## src/rtl/mul_add_arb_pkg.sv

```systemverilog
// Shared types and helpers for the multiply-add pipeline arbiter.
// The typedefs describe the default configuration (4 requesters, 32-bit data).
package mul_add_arb_pkg;

    localparam int N_REQ_DFLT = 4;
    localparam int W_DFLT     = 32;

    function automatic int id_w(input int n);
        return (n > 1) ? $clog2(n) : 1;
    endfunction

    localparam int ID_W = id_w(N_REQ_DFLT);

    typedef struct packed {
        logic            vld;
        logic [ID_W-1:0] id;
    } mul_add_tag_t;

    typedef struct packed {
        logic [ID_W-1:0]   id;
        logic [W_DFLT-1:0] data;
    } mul_add_rsp_t;

endpackage

```

## src/rtl/mul_add_rsp_fifo.sv

```systemverilog
// Synchronous response FIFO with occupancy count; entry type is a parameter.
// Pops on an empty FIFO are ignored; pushes into a full FIFO must never happen.
module mul_add_rsp_fifo #(
    parameter int  DEPTH = 4,
    parameter type T     = logic [7:0],
    localparam int CNT_W = $clog2(DEPTH + 1)
) (
    input  logic             clk,
    input  logic             rst_n,
    input  logic             push,
    input  T                 push_data,
    input  logic             pop,
    output T                 pop_data,
    output logic             empty,
    output logic [CNT_W-1:0] count
);

    localparam int ADDR_W = (DEPTH > 1) ? $clog2(DEPTH) : 1;

    T                  mem [DEPTH];
    logic [ADDR_W-1:0] wr_ptr;
    logic [ADDR_W-1:0] rd_ptr;
    logic              pop_ok;
    logic              full;

    function automatic logic [ADDR_W-1:0] ptr_inc(input logic [ADDR_W-1:0] p);
        return (p == ADDR_W'(DEPTH - 1)) ? '0 : p + 1'b1;
    endfunction

    assign empty  = (count == '0);
    assign full   = (count == CNT_W'(DEPTH));
    assign pop_ok = pop && !empty;

    always_ff @(posedge clk or negedge rst_n) begin
        if (!rst_n) begin
            wr_ptr <= '0;
            rd_ptr <= '0;
            count  <= '0;
        end else begin
            if (push)
                wr_ptr <= ptr_inc(wr_ptr);
            if (pop_ok)
                rd_ptr <= ptr_inc(rd_ptr);
            case ({push, pop_ok})
                2'b10:   count <= count + 1'b1;
                2'b01:   count <= count - 1'b1;
                default: count <= count;
            endcase
        end
    end

    always_ff @(posedge clk) begin
        if (push)
            mem[wr_ptr] <= push_data;
    end

    assign pop_data = mem[rd_ptr];

    // Upstream credit gating guarantees a free slot for every push.
    push_not_full: assert property (@(posedge clk) disable iff (!rst_n) !(push && full));

endmodule

```

## src/rtl/mul_add_arbiter.sv

```systemverilog
// Round-robin, credit-gated front end sharing one fixed-latency multiply-add pipeline.
// Define MUL_ADD_ARB_STATS_EN to add the stat_issued / stat_blocked counters.
module mul_add_arbiter
    import mul_add_arb_pkg::*;
#(
    parameter int  N_REQ     = 4,
    parameter int  W         = 32,
    parameter int  LAT       = 3,
    parameter int  RSP_DEPTH = 4,
    localparam int IDW       = id_w(N_REQ)
) (
    input  logic               clk,
    input  logic               rst_n,
    input  logic [N_REQ-1:0]   req_valid,
    input  logic [N_REQ*W-1:0] req_x,
    input  logic [N_REQ*W-1:0] req_y,
    input  logic [N_REQ*W-1:0] req_z,
    output logic [N_REQ-1:0]   req_ready,
    output logic [W-1:0]       pipe_x,
    output logic [W-1:0]       pipe_y,
    output logic [W-1:0]       pipe_z,
    input  logic [W-1:0]       pipe_out,
    output logic               rsp_valid,
    output logic [IDW-1:0]     rsp_id,
    output logic [W-1:0]       rsp_data,
`ifdef MUL_ADD_ARB_STATS_EN
    output logic [31:0]        stat_issued,
    output logic [31:0]        stat_blocked,
`endif
    input  logic               rsp_ready
);

    localparam int CNT_W = $clog2(RSP_DEPTH + 1);
    localparam int OCC_W = $clog2(RSP_DEPTH + LAT + 1);

    typedef struct packed {
        logic           vld;
        logic [IDW-1:0] id;
    } tag_t;

    typedef struct packed {
        logic [IDW-1:0] id;
        logic [W-1:0]   data;
    } rsp_t;

    tag_t             tag_p [LAT];
    logic [IDW-1:0]   rr_ptr;
    logic [CNT_W-1:0] fifo_count;
    logic [OCC_W-1:0] inflight;
    logic [OCC_W-1:0] occ;
    logic             credit_ok;
    logic             issue_ok;
    logic             found;
    int               arb_idx;
    logic [IDW-1:0]   grant_id;
    logic             accept;
    logic             fifo_empty;
    rsp_t             push_entry;
    rsp_t             rsp_head;

    // Every accepted op owns one credit until its response is popped.
    always_comb begin
        inflight = '0;
        for (int i = 0; i < LAT; i++)
            inflight = inflight + OCC_W'(tag_p[i].vld);
    end

    assign occ       = OCC_W'(fifo_count) + inflight;
    assign credit_ok = (occ < OCC_W'(RSP_DEPTH));
    assign issue_ok  = rst_n && credit_ok;

    // Scan from the far end back towards rr_ptr so the closest valid requester wins.
    always_comb begin
        found    = 1'b0;
        grant_id = '0;
        arb_idx  = 0;
        for (int k = N_REQ - 1; k >= 0; k--) begin
            arb_idx = int'(rr_ptr) + k;
            if (arb_idx >= N_REQ)
                arb_idx = arb_idx - N_REQ;
            if (req_valid[arb_idx]) begin
                found    = 1'b1;
                grant_id = IDW'(arb_idx);
            end
        end
    end

    assign accept    = found && issue_ok;
    assign req_ready = accept ? (N_REQ'(1) << grant_id) : '0;
    assign pipe_x    = accept ? req_x[grant_id*W +: W] : '0;
    assign pipe_y    = accept ? req_y[grant_id*W +: W] : '0;
    assign pipe_z    = accept ? req_z[grant_id*W +: W] : '0;

    always_ff @(posedge clk or negedge rst_n) begin
        if (!rst_n)
            rr_ptr <= '0;
        else if (accept)
            rr_ptr <= (grant_id == IDW'(N_REQ - 1)) ? '0 : grant_id + 1'b1;
    end

    // Tag stage k tracks the op whose operands were sampled k+1 edges ago.
    always_ff @(posedge clk or negedge rst_n) begin
        if (!rst_n) begin
            for (int i = 0; i < LAT; i++)
                tag_p[i] <= '0;
        end else begin
            tag_p[0] <= '{vld: accept, id: grant_id};
            for (int i = 1; i < LAT; i++)
                tag_p[i] <= tag_p[i-1];
        end
    end

    // Last tag stage lines up with pipe_out; capture both into the FIFO.
    assign push_entry = '{id: tag_p[LAT-1].id, data: pipe_out};

    mul_add_rsp_fifo #(
        .DEPTH (RSP_DEPTH),
        .T     (rsp_t)
    ) u_rsp_fifo (
        .clk       (clk),
        .rst_n     (rst_n),
        .push      (tag_p[LAT-1].vld),
        .push_data (push_entry),
        .pop       (rsp_ready),
        .pop_data  (rsp_head),
        .empty     (fifo_empty),
        .count     (fifo_count)
    );

    assign rsp_valid = !fifo_empty;
    assign rsp_id    = rsp_head.id;
    assign rsp_data  = rsp_head.data;

`ifdef MUL_ADD_ARB_STATS_EN
    function automatic logic [31:0] sat_inc(input logic [31:0] v);
        return (&v) ? v : v + 32'd1;
    endfunction

    always_ff @(posedge clk or negedge rst_n) begin
        if (!rst_n) begin
            stat_issued  <= '0;
            stat_blocked <= '0;
        end else begin
            if (accept)
                stat_issued <= sat_inc(stat_issued);
            if (|req_valid && !credit_ok)
                stat_blocked <= sat_inc(stat_blocked);
        end
    end
`endif

endmodule
```

## config.mk

```make
export PLATFORM = sky130hd
export DESIGN_NAME = mul_add_arbiter
export DESIGN_NICKNAME = d
export VERILOG_FILES = /design/src/rtl/mul_add_arb_pkg.sv /design/src/rtl/mul_add_rsp_fifo.sv /design/src/rtl/mul_add_arbiter.sv
export SDC_FILE = /design/constraint.sdc
export NUM_CORES = 1
export LEC_CHECK = 0
export CAP_MARGIN = 10
export CELL_PAD_IN_SITES_DETAIL_PLACEMENT = 1
export CELL_PAD_IN_SITES_GLOBAL_PLACEMENT = 1
export CORE_AREA = 2 2 214 216
export CTS_CLUSTER_SIZE = 10
export DETAILED_ROUTE_END_ITERATION = 16
export DIE_AREA = 0 0 216 218
export PLACE_DENSITY_LB_ADDON = 0.1
export SYNTH_ARGS = -nofsm -noshare
export SYNTH_HDL_FRONTEND = slang
export SYNTH_HIERARCHICAL = 1
export SYNTH_SLANG_ARGS = --single-unit
```

## constraint.sdc

```tcl
create_clock -name clk -period 3.8 [get_ports clk]
set_input_delay 0.57 -clock clk [delete_from_list [all_inputs] [get_ports clk]]
set_output_delay 0.57 -clock clk [all_outputs]
set_load 0.05 [all_outputs]
```

==> results.sh, run 1 <==
export IMPL_area_growth_pct=92.5
export IMPL_routed_wl_um=44600
export IMPL_yosysWarnings=6
export IMPL_crit_path_end_kind="output port"
export IMPL_clk_pin_slew_worst_paths_ns=0.06
export IMPL_switchingPower_mw=5.61
export IMPL_worst_hold_path_type="reg -> reg"
export IMPL_cpPeakStageDelay_ns=0.55
export IMPL_drcViolationCount=0
export IMPL_core_area_sq_um=44900
export IMPL_wl_per_cell_um=25.3
export IMPL_vias_per_cell=4.24
export IMPL_vias=7475
export IMPL_final_cell_mix="457 x clkdlybuf4s50_1, 191 x mux2i_1, 136 x edfxtp_1"
export IMPL_fill_cells=4704
export IMPL_clockRootBuffer="clkbuf_16"
export IMPL_whs_ns=0.351
export IMPL_fin_setup_tns_ns=0
export IMPL_nets=1582
export IMPL_first_global_vias=8174
export IMPL_drive_above_1_share_pct=18.4
export IMPL_grt_max_degree=115
export IMPL_final_area_sq_um=16700
export IMPL_post_route_period_util_pct=97.3
export IMPL_drv_cap=0
export IMPL_synthFlopType="edfxtp_1"
export IMPL_relSlewSlack_pct=32.5
export IMPL_syn_area_sq_um=8700
export IMPL_dr_first_iter_drc_count=373
export IMPL_slowest_stage="clkdlybuf4s50_1"
export IMPL_worstPathRequired_ns=3.23
export IMPL_seq_area_frac_synth_pct=52.1
export IMPL_cts_buffers=17
export IMPL_dieArea_sq_um=47100
export IMPL_slew_viol_final=0
export IMPL_report_final_hold_viol_count=0
export IMPL_setup_viol=0
export IMPL_total_power_mw=12.6
export IMPL_dp_hpwl_um=36000
export IMPL_crit_chain="clkdlybuf4s50_1 > nor2_1 > a221oi_1 > nand3_4 > buf_16 > mux2i_1 > o22ai_1 > buf_12"
export IMPL_antenna_found_initial=11
export IMPL_hold_buffers=0
export IMPL_die_x_um=216
export IMPL_worstPathMaxFanout=114
export IMPL_first_pass_iters=4
export IMPL_power_frac_clock_pct=13.7
export IMPL_postSynth_asyncResetShare_pct=11.7
export IMPL_startpoint_type="input pin"
export IMPL_clkLatencyLatePin_ns=0.42
export IMPL_initial_utilization_pct=19.4
export IMPL_period_needed_ns=3.70
export IMPL_p_int_mw=6.95
export IMPL_grt_pass1_wl_um=61600
export IMPL_ant_nets=0
export IMPL_port_buffers=557
export IMPL_top_level_ports=558
export IMPL_synth_fp_nets=1035
export IMPL_placementRows=78
export IMPL_swShare_pct=44.7
export IMPL_synth_cells=599
export IMPL_vdd_drop_max_uv=393
export IMPL_status="finished clean"
export IMPL_post_dp_cell_area_sq_um=15900
export IMPL_syn_area_per_cell_sq_um=14.5
export IMPL_worst_ep_arrival_time_ns=3.13
export IMPL_cts_htree_levels=4
export IMPL_final_common_cell="clkdlybuf4s50_1"
export IMPL_die_height_um=218
export IMPL_power_leakage_nw=6.55
export IMPL_tightestPinTransition_ns=1.01
export IMPL_max_clock_freq_ghz=0.270
export IMPL_criticalPathCategory="in -> out"
export IMPL_tritoncts="done"
export IMPL_fin_skew_ns=0.00600
export IMPL_overflow=0
export IMPL_clkSinkCount=154
export IMPL_p_seq_share_pct=19.3
export IMPL_gp_congestion=0.822
export IMPL_rsz0062_at_grt="yes"
export IMPL_powerDensity_nw_per_um2=750
export IMPL_ys_seq_elements=154
export IMPL_grt_total_usage_pct=18.5
export IMPL_clockBufferDepth=2
export IMPL_synth_edf_count=136
export IMPL_ys_types=36
export IMPL_comb_power_share_pct=67.1
-- power by group through the flow --
stage	combinational (mW)	sequential (mW)	clock (mW)
after detailed placement	8.28	2.48	0
after global placement	8.29	2.47	0
after CTS	8.52	2.44	1.77
after global routing	8.86	2.47	1.83
final	8.43	2.42	1.72
after floorplan	4.83	2.33	0
-- cell type report --
type                    count  area (sq um)  area share [%]
clock inverters            14           171            1.02
flip-flops and latches    154          4540            27.1
well taps                 600           751            4.48
clock buffers              18           429            2.56
diodes                      5          12.5          0.0747
repair buffers            577          6830            40.8
inverters                  16          60.1           0.359
multi-input cells         380          3960            23.6
-- repair_timing --
item,in CTS,in global routing
setup buffers,4,1
cloned,1,0
gates resized for setup,16,9
pin swaps,0,1
endpoints found under the setup margin,96,41
-- routing by layer --
| metal | vias up | GRT usage [%] | part of all wire (%) |
|---|---|---|---|
| li1 | 3530 | - | - |
| met1 | 3638 | 20.3 | 36 |
| met2 | 262 | 32.7 | 53 |
| met3 | 37 | 7.81 | 8.9 |
| met4 | 8 | 4.91 | 1.6 |
| met5 | - | 0 | 0.11 |
-- path summary, 6_finish.rpt --
path | start | end | slack [ns] | cells after the start
worst max-delay path | req_valid[3] | pipe_x[8] | 0.10 | 8
min in group asynchronous | rst_n | tag_p[8] | 0.62 | 2
max in group asynchronous | rst_n | u_rsp_fifo/rd_ptr[0] | 2.96 | 2
worst max register to register | tag_p[2] | rr_ptr[1] | 1.62 | 11
worst min register to register | tag_p[3] | push_entry[32] | 0.35 | 0
worst min-delay path | tag_p[3] | push_entry[32] | 0.35 | 0
-- critical path, delay by kind of cell --
kind	cells	cell delay (ns)
buffers and inverters	3	1.05
AO/OA/AOI/OAI	2	0.60
multiplexers	1	0.47
AND/OR/NAND/NOR	2	0.24
-- stage by stage --
| stage | setup slack [ns] | util (%) | cells |
|---|---|---|---|
| final | 0.102 | 37.3 | 1764 |
| after global routing | -0.00247 | 37.3 | 1763 |
| after CTS | 0.0216 | 37.1 | 1758 |
| after detailed placement | 0.108 | 35.4 | 1721 |
| after global placement | 0.108 | 35.4 | 1721 |
| after floorplan | 0.184 | - | 599 |
-- synthesized netlist by cell type (all sizes together), types with 2 or more instances --
cell      n  area, sq um
mux2      2         22.5
mux2i   193         1940
a221oi    2         23.8
o21ai     4         20.0
ha       11          138
nand3     3         15.0
buf      49          319
xor2      2         17.5
inv      16         60.1
nand2b    2         12.5
nand2     6         27.5
mux4     34          788
nor2      4         15.0
edfxtp  136         4080
and2      8         50.1
dfrtp    18          450
fa        2         40.0
nor2b     2         12.5
o22ai    96          601
-- cell families after synthesis --
kind of cell    count (synthesis)  synth area share [%]
compound gates                106                  7.71
xor+xnor                        3                 0.302
fa+ha+maj                      13                  2.04
buf+inv                        65                  4.36
flops                         154                  52.1
mux                           229                  31.7
simple gates                   29                  1.83
-- state kept, by name, indices dropped and copies added (netlist names) --
signal / count
push_entry: 2
rr_ptr: 2
tag_p: 7
u_rsp_fifo/count: 3
u_rsp_fifo/mem: 136
u_rsp_fifo/rd_ptr: 2
u_rsp_fifo/wr_ptr: 2
(Power assumes the default switching activity.)
==> inputs of run 2 (changes only) <==
Settings changed: PLACE_DENSITY from default to 0.6, PLACE_DENSITY_LB_ADDON 0.1 to default.
==> run 2 against run 1 <==
Worst hold slack barely moved; power fell by 0.40%; global-route usage fell by 0.62 points; final area rose by 0.78%; clock skew rose by 0.0030 ns; combinational power rose by 0.8%; first-iteration DRC count fell by 24%; clock-buffer cell count rose by 1; clock power fell by 7%; sequential power barely moved; utilization rose by 0.29 points; critical path type is now reg -> out; largest cell class unchanged.
==> results.sh, run 2 (synthesis gave the netlist of run 1 again) <==
export IMPL_status="finished clean"
export IMPL_max_clock_freq_ghz=0.275
export IMPL_hold_buffers=0
export IMPL_dp_cells=1730
export IMPL_top_level_ports=558
export IMPL_initial_utilization_pct=19.4
export IMPL_final_util_pct=37.6
export IMPL_final_area_sq_um=16900
export IMPL_final_common_cell="clkdlybuf4s50_1"
export IMPL_die_x_um=216
export IMPL_dr_first_iter_drc_count=282
export IMPL_final_cells=1768
export IMPL_reg_largest_list="u_rsp_fifo/mem (136), tag_p (7), u_rsp_fifo/count (3)"
export IMPL_post_route_period_util_pct=95.8
export IMPL_gp_congestion=0.851
export IMPL_criticalPathCategory="reg -> out"
export IMPL_fin_skew_ns=0.00899
export IMPL_port_buffers=557
export IMPL_cpPeakStageDelay_ns=0.40
export IMPL_vias=7641
export IMPL_tritoncts="done"
export IMPL_die_height_um=218
export IMPL_top_register="u_rsp_fifo/mem"
export IMPL_nets=1587
export IMPL_grt_pass1_wl_um=60500
export IMPL_largest_reg_flops=136
export IMPL_cpMostUsedCell="inv_1"
export IMPL_relSlewSlack_pct=34.3
export IMPL_crit_path_end_kind="output port"
export IMPL_clkSinkCount=154
export IMPL_grt_max_degree=75
export IMPL_cts_htree_levels=4
export IMPL_powerDensity_nw_per_um2=742
export IMPL_startpoint_type="flip-flop"
export IMPL_crit_chain="inv_1 > fa_1 > inv_1 > ha_1 > a31oi_4 > mux2i_4 > nand2_4 > buf_6 > o22ai_1 > buf_12"
export IMPL_cpLargestDelayFamily="adder cells"
export IMPL_drive_above_1_share_pct=21.3
export IMPL_worstPathMaxFanout=44
export IMPL_area_growth_pct=94.0
export IMPL_first_pass_iters=4
export IMPL_vias_per_cell=4.32
export IMPL_clockBufferDepth=2
export IMPL_report_final_hold_viol_count=0
export IMPL_routed_wl_um=43300
export IMPL_power_leakage_nw=6.58
export IMPL_clkLatencyLatePin_ns=0.42
export IMPL_clockRootBuffer="clkbuf_16"
export IMPL_final_cell_mix="457 x clkdlybuf4s50_1, 192 x mux2i_1, 136 x edfxtp_1"
export IMPL_grt_total_usage_pct=17.9
export IMPL_clk_pin_slew_worst_paths_ns=0.06
export IMPL_period_needed_ns=3.64
export IMPL_worst_ep_arrival_time_ns=3.07
export IMPL_overflow=0
export IMPL_cts_buffers=17
export IMPL_setup_viol=0
export IMPL_dp_hpwl_um=35400
export IMPL_vdd_drop_max_uv=365
export IMPL_cp_num_buf_inv=4
export IMPL_drcViolationCount=0
export IMPL_antenna_found_initial=9
export IMPL_slowest_stage="dfrtp_1"
export IMPL_dieArea_sq_um=47100
export IMPL_drv_cap=0
export IMPL_first_global_vias=8445
export IMPL_ant_nets=0
export IMPL_wl_per_cell_um=24.5
export IMPL_tightestPinTransition_ns=0.985
export IMPL_whs_ns=0.351
export IMPL_worstPathRequired_ns=3.23
export IMPL_post_dp_cell_area_sq_um=16000
export IMPL_placementRows=78
export IMPL_worst_hold_path_type="reg -> reg"
export IMPL_slew_viol_final=0
export IMPL_core_area_sq_um=44900
## run 2: layout make-up
type,instances,area [sq um]
sequential,154,4540
clock buffer,19,433
tap,600,751
fill,4748,28000
antenna,4,10.0
clock inverter,13,133
timing repair buffer,582,6820
inverter,16,60.1
multi-input combinational,380,4140
## run 2: where the power goes
group | switching (mW) | internal, mW
Sequential | 0.194 | 2.22
Clock | 0.686 | 0.919
Combinational | 4.78 | 3.72
## run 2: final timing paths
path	start	endpoint	slack, ns	cells past startpoint
setup / recovery	u_rsp_fifo/count[0]	pipe_y[10]	0.16	10
hold / removal	tag_p[6]	tag_p[3]	0.35	0
setup reg to reg	u_rsp_fifo/count[0]	rr_ptr[0]	1.44	9
hold reg to reg	tag_p[6]	tag_p[3]	0.35	0
max in group asynchronous	rst_n	u_rsp_fifo/rd_ptr[1]	2.90	2
min in group asynchronous	rst_n	rr_ptr[1]	0.40	1
## run 2: per-layer routing
metal	share of wire [%]	vias up	GRT usage [%]	routed length [um]
li1	-	3538	-	-
met1	39	3793	21.4	17000
met2	51	268	31.2	22000
met3	8.3	40	6.51	3610
met4	1.5	2	2.83	637
met5	0.028	-	0	12
## run 2: what timing repair did
item	in CTS	in global routing
cloned	0	0
endpoints found under the setup margin	92	94
pin swaps	1	0
gates resized for setup	17	36
buffers inserted	1	1
## run 2: through the flow
step                      total power [mW]  setup TNS, ns  setup slack [ns]
final                                 12.5              0             0.161
after CTS                             12.5         -0.125           -0.0253
after global placement                10.8              0             0.252
after floorplan                       7.16              0             0.184
after detailed placement              10.8              0             0.198
after global routing                  13.1       -0.00917          -0.00860
==> inputs of run 3 (changes only) <==
Settings changed: CAP_MARGIN 10 to 40, SLEW_MARGIN from default to 20.
==> run 3 against run 2 <==
Critical path depth did not move; worst setup slack worse by 0.035 ns; power grew 1.9%; final cell count rose by 0.85%; critical endpoint is now pipe_x[8].
==> results.sh, run 3 (synthesis gave the netlist of run 1 again) <==
export IMPL_port_buffers=557
export IMPL_grt_pass1_wl_um=60600
export IMPL_clockRootBuffer="clkbuf_16"
export IMPL_total_power_mw=12.8
export IMPL_worstPathMaxFanout=44
export IMPL_fin_setup_tns_ns=0
export IMPL_nets=1595
export IMPL_comb_power_share_pct=67.7
export IMPL_tightestPinTransition_ns=0.643
export IMPL_setup_viol=0
export IMPL_clkLatencyLatePin_ns=0.42
export IMPL_fin_ws_ns=0.127
export IMPL_criticalPathCategory="reg -> out"
export IMPL_placementRows=78
export IMPL_reg_largest_list="u_rsp_fifo/mem (136), tag_p (7), u_rsp_fifo/count (3)"
export IMPL_startpoint_type="flip-flop"
export IMPL_worst_ep_arrival_time_ns=3.10
export IMPL_clk_pin_slew_worst_paths_ns=0.06
export IMPL_wl_per_cell_um=24.7
export IMPL_ff2ff_setup_slack_ns=1.28
export IMPL_first_pass_iters=4
export IMPL_grt_total_usage_pct=18.0
export IMPL_routed_wl_um=44000
export IMPL_regArea_sq_um=4540
export IMPL_drv_cap=0
export IMPL_swShare_pct=45.0
export IMPL_antenna_found_initial=15
export IMPL_p_int_mw=7.02
export IMPL_dp_hpwl_um=35900
export IMPL_overflow=0
export IMPL_crit_path_end_kind="output port"
export IMPL_clockBufferDepth=2
export IMPL_wl_met1_um=17100
export IMPL_cts_htree_levels=4
export IMPL_area_growth_pct=96.7
export IMPL_vdd_drop_max_uv=465
export IMPL_status="finished clean"
export IMPL_gp_congestion=0.851
export IMPL_tritoncts="done"
export IMPL_top_level_ports=558
export IMPL_met2RoutedLength_um=22500
export IMPL_die_height_um=218
export IMPL_hold_buffers=0
export IMPL_ant_nets=0
export IMPL_post_dp_cell_area_sq_um=16100
export IMPL_cts_buffers=17
export IMPL_first_global_vias=8500
export IMPL_fill_cells=4705
export IMPL_die_x_um=216
export IMPL_drcViolationCount=0
export IMPL_post_place_ws_ns=0.204
export IMPL_drive_above_1_share_pct=22.2
export IMPL_switchingPower_mw=5.74
export IMPL_period_needed_ns=3.67
export IMPL_power_leakage_nw=6.69
export IMPL_rr_endpoint="rr_ptr[0]"
export IMPL_worstPathRequired_ns=3.23
export IMPL_worstHoldStart="tag_p[6]"
export IMPL_multiInputGateArea_sq_um=4150
export IMPL_final_area_sq_um=17100
export IMPL_core_area_sq_um=44900
export IMPL_relSlewSlack_pct=55.9
export IMPL_dr_first_iter_drc_count=336
export IMPL_timing_rr_start="tag_p[2]"
export IMPL_powerDensity_nw_per_um2=745
export IMPL_r2r_cells=10
export IMPL_grt_max_degree=75
export IMPL_top_layer_used="met5"
export IMPL_holdPathEnd="tag_p[3]"
export IMPL_vias=7734
export IMPL_largest_reg_flops=136
export IMPL_power_frac_clock_pct=13.3
export IMPL_worst_hold_path_type="reg -> reg"
export IMPL_max_clock_freq_ghz=0.272
export IMPL_top_register="u_rsp_fifo/mem"
export IMPL_slew_viol_final=0
export IMPL_p_seq_share_pct=18.9
export IMPL_initial_utilization_pct=19.4
export IMPL_vias_per_cell=4.34
export IMPL_final_cell_mix="457 x clkdlybuf4s50_1, 192 x mux2i_1, 136 x edfxtp_1"
export IMPL_report_final_hold_viol_count=0
export IMPL_rsz0062_at_grt="yes"
export IMPL_wl_met3_um=3590
export IMPL_holdPathStages=0
export IMPL_final_common_cell="clkdlybuf4s50_1"
export IMPL_clkSinkCount=154
export IMPL_fin_skew_ns=0.00740
export IMPL_post_route_period_util_pct=96.7
export IMPL_dieArea_sq_um=47100
==> run 3: stage by stage <==
stage          utilization [%]  hold WS, ns  std cells
3_3_place_gp              35.6        0.332       1730
2_1_floorplan                -        0.274        599
4_1_cts                   37.5        0.356       1768
6_report                  38.1        0.351       1783
5_1_grt                   38.1        0.366       1781
3_5_place_dp              35.8        0.341       1734
==> run 3: area by class of cell <==
| cell class | count | area share (%) |
|---|---|---|
| well taps | 600 | 4.39 |
| inverters | 16 | 0.351 |
| clock inverters | 15 | 1.05 |
| repair buffers | 590 | 40.8 |
| multi-input cells | 380 | 24.3 |
| diodes | 11 | 0.161 |
| flip-flops and latches | 154 | 26.5 |
| clock buffers | 17 | 2.49 |
==> run 3: critical path: stages (launching register included) <==
cell and delay (ns):
dfrtp_2 0.40, inv_1 0.07, fa_1 0.42, inv_1 0.06
ha_1 0.25, a31oi_4 0.22, mux2i_4 0.36, nand2_4 0.10
buf_6 0.26, o22ai_2 0.31, buf_12 0.17
==> run 3: how the worst max path moves through the flow <==
stage                       to      from  slack, ns
floorplan            pipe_z[0]  tag_p[2]       0.18
global placement    pipe_x[11]  tag_p[2]       0.25
detailed placement  pipe_y[31]  tag_p[2]       0.20
CTS                 pipe_x[25]  tag_p[2]      -0.02
global route         pipe_z[1]  tag_p[2]      -0.02
finish               pipe_x[8]  tag_p[2]       0.13
==> run 3: repair_timing <==
action | CTS | global route
gates cloned | 0 | 1
endpoints found under the setup margin | 94 | 95
pin swaps | 1 | 0
hold endpoints to repair | 0 | 0
gates resized for setup | 21 | 35
buffers inserted | 2 | 3
==> run 3: per-layer routing <==
metal	GRT usage [%]	vias up
met5	0	-
met4	4.98	4
met3	6.49	37
met2	31.0	277
met1	21.0	3851
li1	-	3565
==> run 3: power groups by stage <==
stage | sequential, mW | clock, mW | combinational (mW)
after global routing | 2.46 | 1.81 | 9.06
after detailed placement | 2.46 | 0 | 8.40
after global placement | 2.45 | 0 | 8.30
after CTS | 2.43 | 1.75 | 8.53
after floorplan | 2.33 | 0 | 4.83
final | 2.42 | 1.70 | 8.64
==> RTL change: new RTL, flow settings as in run 1 <==
Build with the macro `MUL_ADD_ARB_STATS_EN` defined.
--- a/src/rtl/mul_add_arbiter.sv
+++ b/src/rtl/mul_add_arbiter.sv
@@ -2,2 +2,4 @@
 // Define MUL_ADD_ARB_STATS_EN to add the stat_issued / stat_blocked counters.
+`define MUL_ADD_ARB_STATS_EN
+
 module mul_add_arbiter
Formal check against the unedited RTL (old outputs only; new: stat_blocked and stat_issued): equivalent (equiv_simple and equiv_induct, registers matched by name and starting in step).
==> RTL change against run 1 <==
Sequential cell count up 64. Setup slack got worse by 0.041 ns. Register-to-register slack lost 0.78 ns. Final area up 32%. Combinational power grew 23%. Total power grew 26%. Via count grew 69%. Hold slack worse by 0.23 ns. Core utilization grew 12 points. Cell count increased by 36%. Wire length rose by 50%. Clock skew is 0.0038 ns higher. Synthesized area increased by 44%. Largest cell class unchanged.
==> RTL change: results (changes against run 1) <==
- Remaining Overflow, GRT: 0 (unchanged)
- EDFF count, synth: 136 (unchanged)
- R2R Path Start: u_rsp_fifo/count[0]$_DFFE_PN0P_
- Status: finished, final reports clean
- Longest Clk Path Bufs: 3 (+1)
- DP Area: 20,900 sq um (+32%)
- Clock Tree Root: clkbuf_16
- Worst-path clk slew: 0.06 ns (about the same)
- Mux share of post-synthesis cell area: 6.97% (-25 points)
- Top_reg_cell synth: edfxtp_1
- CP max stage delay: 0.43 ns (-0.12 ns)
- Worst VDD drop: 0.429 mV (+9.3%)
- Nets: 2,209 (+40%)
- Worst Hold Class: in2async
- Final GP Congestion: 0.920 (+12%)
- Worst-Margin Slew: 0.692 ns (-0.320 ns)
- First-pass GRT wire length: 94.3 mm (+53%)
- Routed WL: 66.7 mm (+50%)
- DR pass1 iterations: 5 (+1)
- Vias in the first global route: 13,200 (+62%)
- Fillers: 4,763 (+1.3%)
- Mapped Nets: 1,582 (+53%)
- Top cells by count, synth: nand2_1, edfxtp_1, and3_1
- Worst-path fanout max: 15 (-87%)
- Critical Path AT: 3.17 ns (+0.04 ns)
- Antenna violations before repair: 19 (+8)
- CTS Buf Count: 25 (+8)
- Initial drt markers: 628 (+68%)
- Clk sink count: 218 (+42%)
- Post-synth cell types: 52 (+44%)
- # port buffers: 621 (+11%)
- Largest net degree at the start of global routing: 100 (-13%)
- Worst path slowest cell: a311oi_2
- Top delay family on crit path: buffers and inverters
- Top flop regs: u_rsp_fifo/mem x136, stat_blocked x32, stat_issued x32
- Layout Skew: 0.00975 ns (+0.00375 ns)
- Top-count cell post-synth: nand2_1
- Detail Placement HPWL: 51.7 mm (+44%)
- Later-pin clock latency in the skew report: 0.53 ns (+0.11 ns)
- Post-Synth XOR/XNOR Area: 4.32% (+4.0 points)
- Ys async rst share: 37.6% (+26 points)
- Fraction of the mapped netlist area in compound gates: 13.5% (+5.8 points)
- FF-to-FF setup slack: 0.84 ns (-0.78 ns)
- Seq/Total Area, Yosys: 48.8% (-3.3 points)
- R2r endpoint: stat_issued[1]$_DFFE_PN0P_
- Post-synthesis adder-cell area fraction: 1.61% (-0.43 points)
- Area contributors post-synth: edfxtp_1, dfrtp_1, nand2_1, a311oi_1, a211oi_1
- Lkg Pwr: 0.00830 uW (+27%)
- FF-to-FF path depth: 12 (+1)
- CTS H-tree lvls: 1 (-3)
- Layout cell share with drive strength beyond 1: 17.6% (-0.81 points)
- Gr usage total: 27.3% (+8.8 points)
- Via density per instance: 5.26 (+24%)
[RTL change: changes by cell type after synthesis, sizes merged, moves of 38 or more]
| cell | delta |
|---|---|
| a211oi | +96 |
| a311oi | +96 |
| and3 | +110 |
| clkbuf | +41 |
| dfrtp | +64 |
| mux2i | -191 |
| nand2 | +221 |
| o22ai | -96 |
| xnor2 | +38 |
[RTL change: worst max path at each step]
stage	start	end	slack [ns]	depth (start not counted)
6_report	u_rsp_fifo/count[0]$_DFFE_PN0P_	pipe_z[21]	0.06	11
5_1_grt	u_rsp_fifo/count[0]$_DFFE_PN0P_	pipe_y[26]	-0.06	12
4_1_cts	tag_p[2]$_DFF_PN0_	pipe_z[22]	0.002	11
3_5_place_dp	req_valid[2]	pipe_z[21]	-0.05	9
3_3_place_gp	req_valid[2]	pipe_z[29]	-0.08	10
2_1_floorplan	tag_p[2]$_DFF_PN0_	pipe_y[1]	-0.22	11
[RTL change: layout make-up]
| cell class | instances | area [sq um] | share of cell area (%) |
|---|---|---|---|
| antenna | 10 | 25.0 | 0.114 |
| clock buffer | 42 | 689 | 3.13 |
| clock inverter | 1 | 20.0 | 0.0908 |
| inverter | 20 | 80.1 | 0.363 |
| multi-input combinational | 810 | 6270 | 28.4 |
| sequential | 218 | 6140 | 27.8 |
| tap | 600 | 751 | 3.41 |
| timing repair buffer | 696 | 8070 | 36.6 |
[RTL change: routing by layer]
layer  wire [um]  part of all wire, %  vias up  track usage (%)
met2       34700                   52      373             49.4
li1            -                    -     5681                -
met3        3800                  5.7       77             5.86
met5          23                0.034        -                0
met4        1610                  2.4        4             6.16
met1       26500                   40     6470             33.0
[RTL change: through the flow]
step | setup slack (ns) | cells | total power [uW] | TNS (ns) | hold WS [ns]
global route | -0.0598 | 2397 | 16500 | -1.01 | 0.147
floorplan | -0.223 | 1144 | 8860 | -11.21 | 0.274
CTS | 0.00160 | 2381 | 15700 | 0 | 0.119
global placement | -0.0783 | 2332 | 13200 | -0.116 | 0.333
detailed placement | -0.0549 | 2332 | 13300 | -0.0595 | 0.336
finish | 0.0612 | 2397 | 15800 | 0 | 0.124
[RTL change: cells by family after synthesis]
logic type,Yosys count
xor+xnor,62
buf+inv,116
fa+ha+maj,15
simple gates,486
compound gates,205
flops,218
mux,42
[RTL change: where the power goes]
part / total (uW) / internal, uW / leakage (uW) / switching, uW
registers: 3240 / 2950 / 0.00232 / 286
logic: 10400 / 4260 / 0.00564 / 6130
clock network: 2160 / 1230 / 0.000338 / 934
[RTL change: what timing repair did]
action,4_1_cts,5_1_grt
gates resized for setup,14,23
pin swaps,3,6
setup endpoints to repair,96,65
gates cloned,2,2
buffers inserted,4,4
